`src/rtl/vec_issue_queue.sv`:
```
// Purpose : FIFO of decoded vector register-group requests feeding the AGU one group at a time.
// Latency : request accepted at edge E can produce agu_en in the cycle after edge E+1 (no bypass).
// Backpressure: in_ready drops when DEPTH entries are held; dispatch waits on agu_idle and leaves a gap cycle.
//
// Ports:
//   clk, rst           clock; asynchronous active-low reset
//   flush              synchronous drop of every queued entry (beats push and dispatch)
//   in_valid/in_ready  decode handshake; in_addr / in_vlmul carry the request
//   agu_idle           AGU can take a new group
//   agu_en             one-cycle dispatch pulse; agu_addr / agu_vlmul hold the last dispatched group
//   err_illegal        one-cycle pulse after an illegal request was consumed and dropped
//   count              current occupancy
module vec_issue_queue #(
    parameter int ADDR_WIDTH = 5,
    parameter int DEPTH      = 4
) (
    input  logic                         clk,
    input  logic                         rst,
    input  logic                         flush,
    input  logic                         in_valid,
    output logic                         in_ready,
    input  logic [ADDR_WIDTH-1:0]        in_addr,
    input  logic [2:0]                   in_vlmul,
    input  logic                         agu_idle,
    output logic                         agu_en,
    output logic [ADDR_WIDTH-1:0]        agu_addr,
    output logic [2:0]                   agu_vlmul,
    output logic                         err_illegal,
    output logic [$clog2(DEPTH+1)-1:0]   count
);

    localparam int PW = (DEPTH > 1) ? $clog2(DEPTH) : 1;
    localparam int CW = $clog2(DEPTH+1);

    typedef struct packed {
        logic [ADDR_WIDTH-1:0] addr;
        logic [2:0]            vlmul;
    } entry_t;

    entry_t          mem [DEPTH];
    logic [PW-1:0]   wr_ptr;
    logic [PW-1:0]   rd_ptr;

    logic            handshake;
    logic            illegal;
    logic            push;
    logic            dispatch;
    logic [ADDR_WIDTH-1:0] hi_mask;
    entry_t          in_entry;

    // Full is judged from count alone; a same-cycle pop never reopens the input.
    assign in_ready  = rst & (count != CW'(DEPTH));
    assign handshake = in_valid & in_ready;

    // For an integer LMUL of 2^vlmul the group base is shifted left by vlmul,
    // so the top vlmul address bits must be clear or the group runs off the file.
    assign hi_mask = ~({ADDR_WIDTH{1'b1}} >> in_vlmul[1:0]);

    always_comb begin
        illegal = 1'b0;
        if (in_vlmul == 3'b100) begin
            illegal = 1'b1;
        end else if (!in_vlmul[2]) begin
            illegal = |(in_addr & hi_mask);
        end
    end

    assign push     = handshake & ~illegal & ~flush;
    // ~agu_en enforces a gap cycle: agu_idle only drops a cycle after the enable.
    assign dispatch = (count != '0) & agu_idle & ~agu_en & ~flush;

    assign in_entry.addr  = in_addr;
    assign in_entry.vlmul = in_vlmul;

    // Payload storage carries no reset; only slots between rd_ptr and wr_ptr are ever read.
    always_ff @(posedge clk) begin
        if (push) begin
            mem[wr_ptr] <= in_entry;
        end
    end

    always_ff @(posedge clk or negedge rst) begin
        if (!rst) begin
            wr_ptr      <= '0;
            rd_ptr      <= '0;
            count       <= '0;
            agu_en      <= 1'b0;
            agu_addr    <= '0;
            agu_vlmul   <= '0;
            err_illegal <= 1'b0;
        end else if (flush) begin
            wr_ptr      <= '0;
            rd_ptr      <= '0;
            count       <= '0;
            agu_en      <= 1'b0;
            err_illegal <= 1'b0;
        end else begin
            err_illegal <= handshake & illegal;
            agu_en      <= dispatch;
            if (push) begin
                wr_ptr <= wr_ptr + PW'(1);
            end
            if (dispatch) begin
                rd_ptr    <= rd_ptr + PW'(1);
                agu_addr  <= mem[rd_ptr].addr;
                agu_vlmul <= mem[rd_ptr].vlmul;
            end
            count <= count + CW'(push) - CW'(dispatch);
        end
    end

endmodule
```
`config.mk`:
```
export PLATFORM = sky130hd
export DESIGN_NAME = vec_issue_queue
export DESIGN_NICKNAME = d
export VERILOG_FILES = /design/src/rtl/vec_issue_queue.sv
export SDC_FILE = /design/constraint.sdc
export NUM_CORES = 1
export LEC_CHECK = 0
export CORE_AREA = 2 2 69 71
export DETAILED_ROUTE_END_ITERATION = 16
export DIE_AREA = 0 0 71 73
export HOLD_SLACK_MARGIN = 0.08
export PLACE_DENSITY = 0.71
export SLEW_MARGIN = 20
export SYNTH_ARGS = -nofsm -noshare
export SYNTH_HDL_FRONTEND = slang
export SYNTH_SLANG_ARGS = --single-unit
export TNS_END_PERCENT = 10
```
`constraint.sdc`:
```
create_clock -name clk -period 2.3 [get_ports clk]
set_input_delay 0.345 -clock clk [delete_from_list [all_inputs] [get_ports clk]]
set_output_delay 0.345 -clock clk [all_outputs]
set_load 0.01 [all_outputs]
```
==> metrics.md <==
| Metric | Value |
|---|---|
| H-tree levels | `2` |
| Die W | `71 µm` |
| Clock sink count | `49` |
| Pre-antenna DRT Iters | `4` |
| Cell taking the most area after synthesis | `edfxtp_1` |
| Clock-pin slew on the worst setup and hold paths | `90 ps` |
| I/O pins | `27` |
| Die Outline Area | `5183 µm²` |
| Dpl hpwl | `approximately 2800 µm` |
| Initial core utilization | `44.86%` |
| Cell area after synthesis | `2034 µm²` |
| Worst-Skew Late Latency | `300 ps` |
| Routability congestion estimate | `0.7899` |
| PnR worst setup slack | `0.09126 ps` |
| Post-detailed-route count of antenna-violating nets | `0` |
| Relative slew margins | `between 60% and 70%` |
| Total core area | `roughly 4500 µm²` |
| Vias after detailed routing | `1179` |
| Status | `finished clean` |
| DIE HEIGHT | `roughly 73 µm` |
| Period minus WS final | `2300 ps` |
| Wire length reported by the detailed router | `3971 µm` |
| Kind of critical path | `in -> reg` |
| Iteration-0 DRC count of the detailed router | `63` |
| First-pass GRT wire length | `6141 µm` |
| Remaining DRCs | `0` |
| Capturing element type of the critical path | `flop` |
| Met1 layer usage reported by global route | `between 10% and 20%` |
| WP data arrival | `approximately 2500 ps` |
| Layout cell share with drive strength beyond 1 | `28.32%` |
| Number of instances in the placed design | `around 220` |
| Number of buffers added on ports | `26` |
| Master cell of the clock root buffer | `clkbuf_8` |
| Global-route track usage on met3 | `4.282%` |
| Clock tree skew after final layout | `between 5 and 6 ps` |
| Global route total overflow | `0` |
| Maximum fanout count along the critical path | `2` |
| Number of buffers on the longest clock path | `2` |
| Setup repair after global routing missed its margin | `yes` |
| Most common library cell in the layout ignoring fill and taps | `edfxtp_1` |
| Power density over the cells | `854.1 nW/µm²` |
| Post-synth EDFFs | `32` |
| Post-synthesis register bit count | `just under 50` |
| Area growth from synthesis to final layout | `32.72%` |
| Most used routing layer in global routing | `met2` |
| Most used DFF post-synth | `edfxtp_1` |
| Std cell rows | `25` |
| FFs w/ async S/R, synth | `34.69%` |
| Fraction of the cycle the final worst path needs | `100.0%` |
| Maxcap violations | `0` |
| Final standard cell count with taps included and fillers excluded | `roughly 230` |
| Inserted Clock Buffers | `5` |
| Synth Area per Inst | `16.95 µm²` |
| WP data required | `2500 ps` |
| Tightest Hold Check Type | `in -> async` |
| Total count of hold-check failures in the final report | `0` |
| Detailed-route wire length per cell | `17.49 µm` |
| Number of unique standard cell types used by synthesis | `26` |
| Pleak | `between 1 and 1.5 nW` |
| Startpoint types | `primary input` |
| Via count of the first global-routing pass | `1275` |
| Sequential fraction of the synthesis area | `between 60 and 70%` |
| Vias per cell | `5.194` |
| Count of pins over their slew limit | `0` |
| End-of-flow core utilization | `59.53%` |
| Met2 Track Usage GR | `29.80%` |
| Number of nets in the finished design | `192` |
| Top cell type's share of synthesized area | `47.23%` |
| Combined global-route utilization of all metal layers | `16.37%` |
| Cell Area, Placed | `2565 µm²` |
| Hold buffer count at cts | `0` |
| Actual transition at the worst max-transition pin | `589.4 ps` |
| Initial antenna violation count | `0` |
| Number of fillers in the final layout | `320` |
| Main area contributors after synthesis | `edfxtp_1, dfrtp_1, mux4_2, mux2_1, ha_1` |
| Instance count of the mapped netlist | `120` |
| Largest net degree at the start of global routing | `19` |
| Synth Warn # | `0` |
| Achievable clock frequency | `~430 MHz` |
| Placement-stage worst setup slack | `-476.1 ps` |
| Final setup fails | `0` |
| Number of inserted diodes | `0` |
| Post-synth net total | `140` |
| TritonCTS clock tree | `yes` |
| Design Area, Final | `2700 µm²` |
| Peak VDD IR | `0.4086 mV` |
| Highest-count cells in the layout ignoring fill and taps | `edfxtp_1, clkdlybuf4s50_1, buf_4` |
## Yosys cell counts (3+ instances only)
library cell / n
edfxtp_1: 32
dfrtp_1: 17
mux2_1: 9
mux4_2: 8
ha_1: 6
inv_1: 6
nor2_1: 6
and2_1: 4
a21oi_1: 3
buf_2: 3
nand2b_1: 3
or3_1: 3
## final timing paths
kind / startpoint / end / slack [ps] / cells past startpoint
max: in_addr[3] / count[1] / 0.09 / 11
min: rst / agu_addr[2] / 230 / 2
max reg2reg: count[2] / count[1] / 10 / 10
min reg2reg: agu_addr[0] / agu_addr[0] / 490 / 1
max in group asynchronous: rst / err_illegal / 1850 / 2
min in group clk: in_addr[2] / mem[3][5] / 350 / 1
## kinds of logic (layout without fill, tap and decap cells)
group | after synthesis | in the layout | share of synthesized area (%)
XOR/XNOR | 3 | 3 | 1.292
buffers and inverters | 12 | 65 | 2.398
flip-flops | 49 | 49 | 68.14
multiplexers | 18 | 18 | 14.33
adder cells (fa/ha/maj) | 7 | 7 | 4.674
AO/OA/AOI/OAI | 8 | 8 | 2.828
AND/OR/NAND/NOR | 23 | 23 | 6.334
## what timing repair did
item,CTS,global route
buffers inserted,2,0
pin swaps,1,1
resized for setup,6,4
endpoints found under the setup margin,2,2
## where the power goes
group	internal, mW	total [mW]	switching, mW
registers	1.05	1.14	0.0945
logic	0.407	0.648	0.241
clock network	0.221	0.518	0.297
total	1.67	2.31	0.632
## registers in the layout, indices dropped and copies added, names as in the netlist
register,count
agu_addr,5
agu_en,1
agu_vlmul,3
count,3
err_illegal,1
mem,32
rd_ptr,2
wr_ptr,2
## layout make-up
type | count | area [µm²] | share of cell area (%)
sequential | 49 | 1386 | 51.34
multi-input combinational | 59 | 638.1 | 23.63
timing repair buffer | 49 | 483.0 | 17.89
clock inverter | 3 | 26.28 | 0.9731
tap | 54 | 67.56 | 2.502
clock buffer | 5 | 68.82 | 2.549
inverter | 8 | 30.03 | 1.112
## worst max-delay path: stages
cell             delay, ps
clkdlybuf4s50_1        450
o21ai_0                170
o21ai_1                150
a211oi_4               270
inv_1                   70
ha_1                   270
inv_1                   60
ha_1                   130
inv_1                   50
fa_2                   510
nor2_1                  40
## through the flow
step / setup TNS, ps / total power, mW / hold slack, ps
6_report: 0 / 2.306 / 228.9
5_1_grt: -103.5 / 2.419 / 251.6
4_1_cts: -65.52 / 2.328 / 235.2
3_5_place_dp: -1099 / 1.790 / 481.4
3_3_place_gp: -919.4 / 1.758 / 474.7
2_1_floorplan: -53.09 / 1.440 / 49.41
## routing by layer
layer	wire [µm]	vias to the layer above
met5	0	-
met4	21	0
met3	144	2
met2	2099	36
met1	1707	598
li1	-	543
Note: power is estimated with default switching activity, not from simulation.
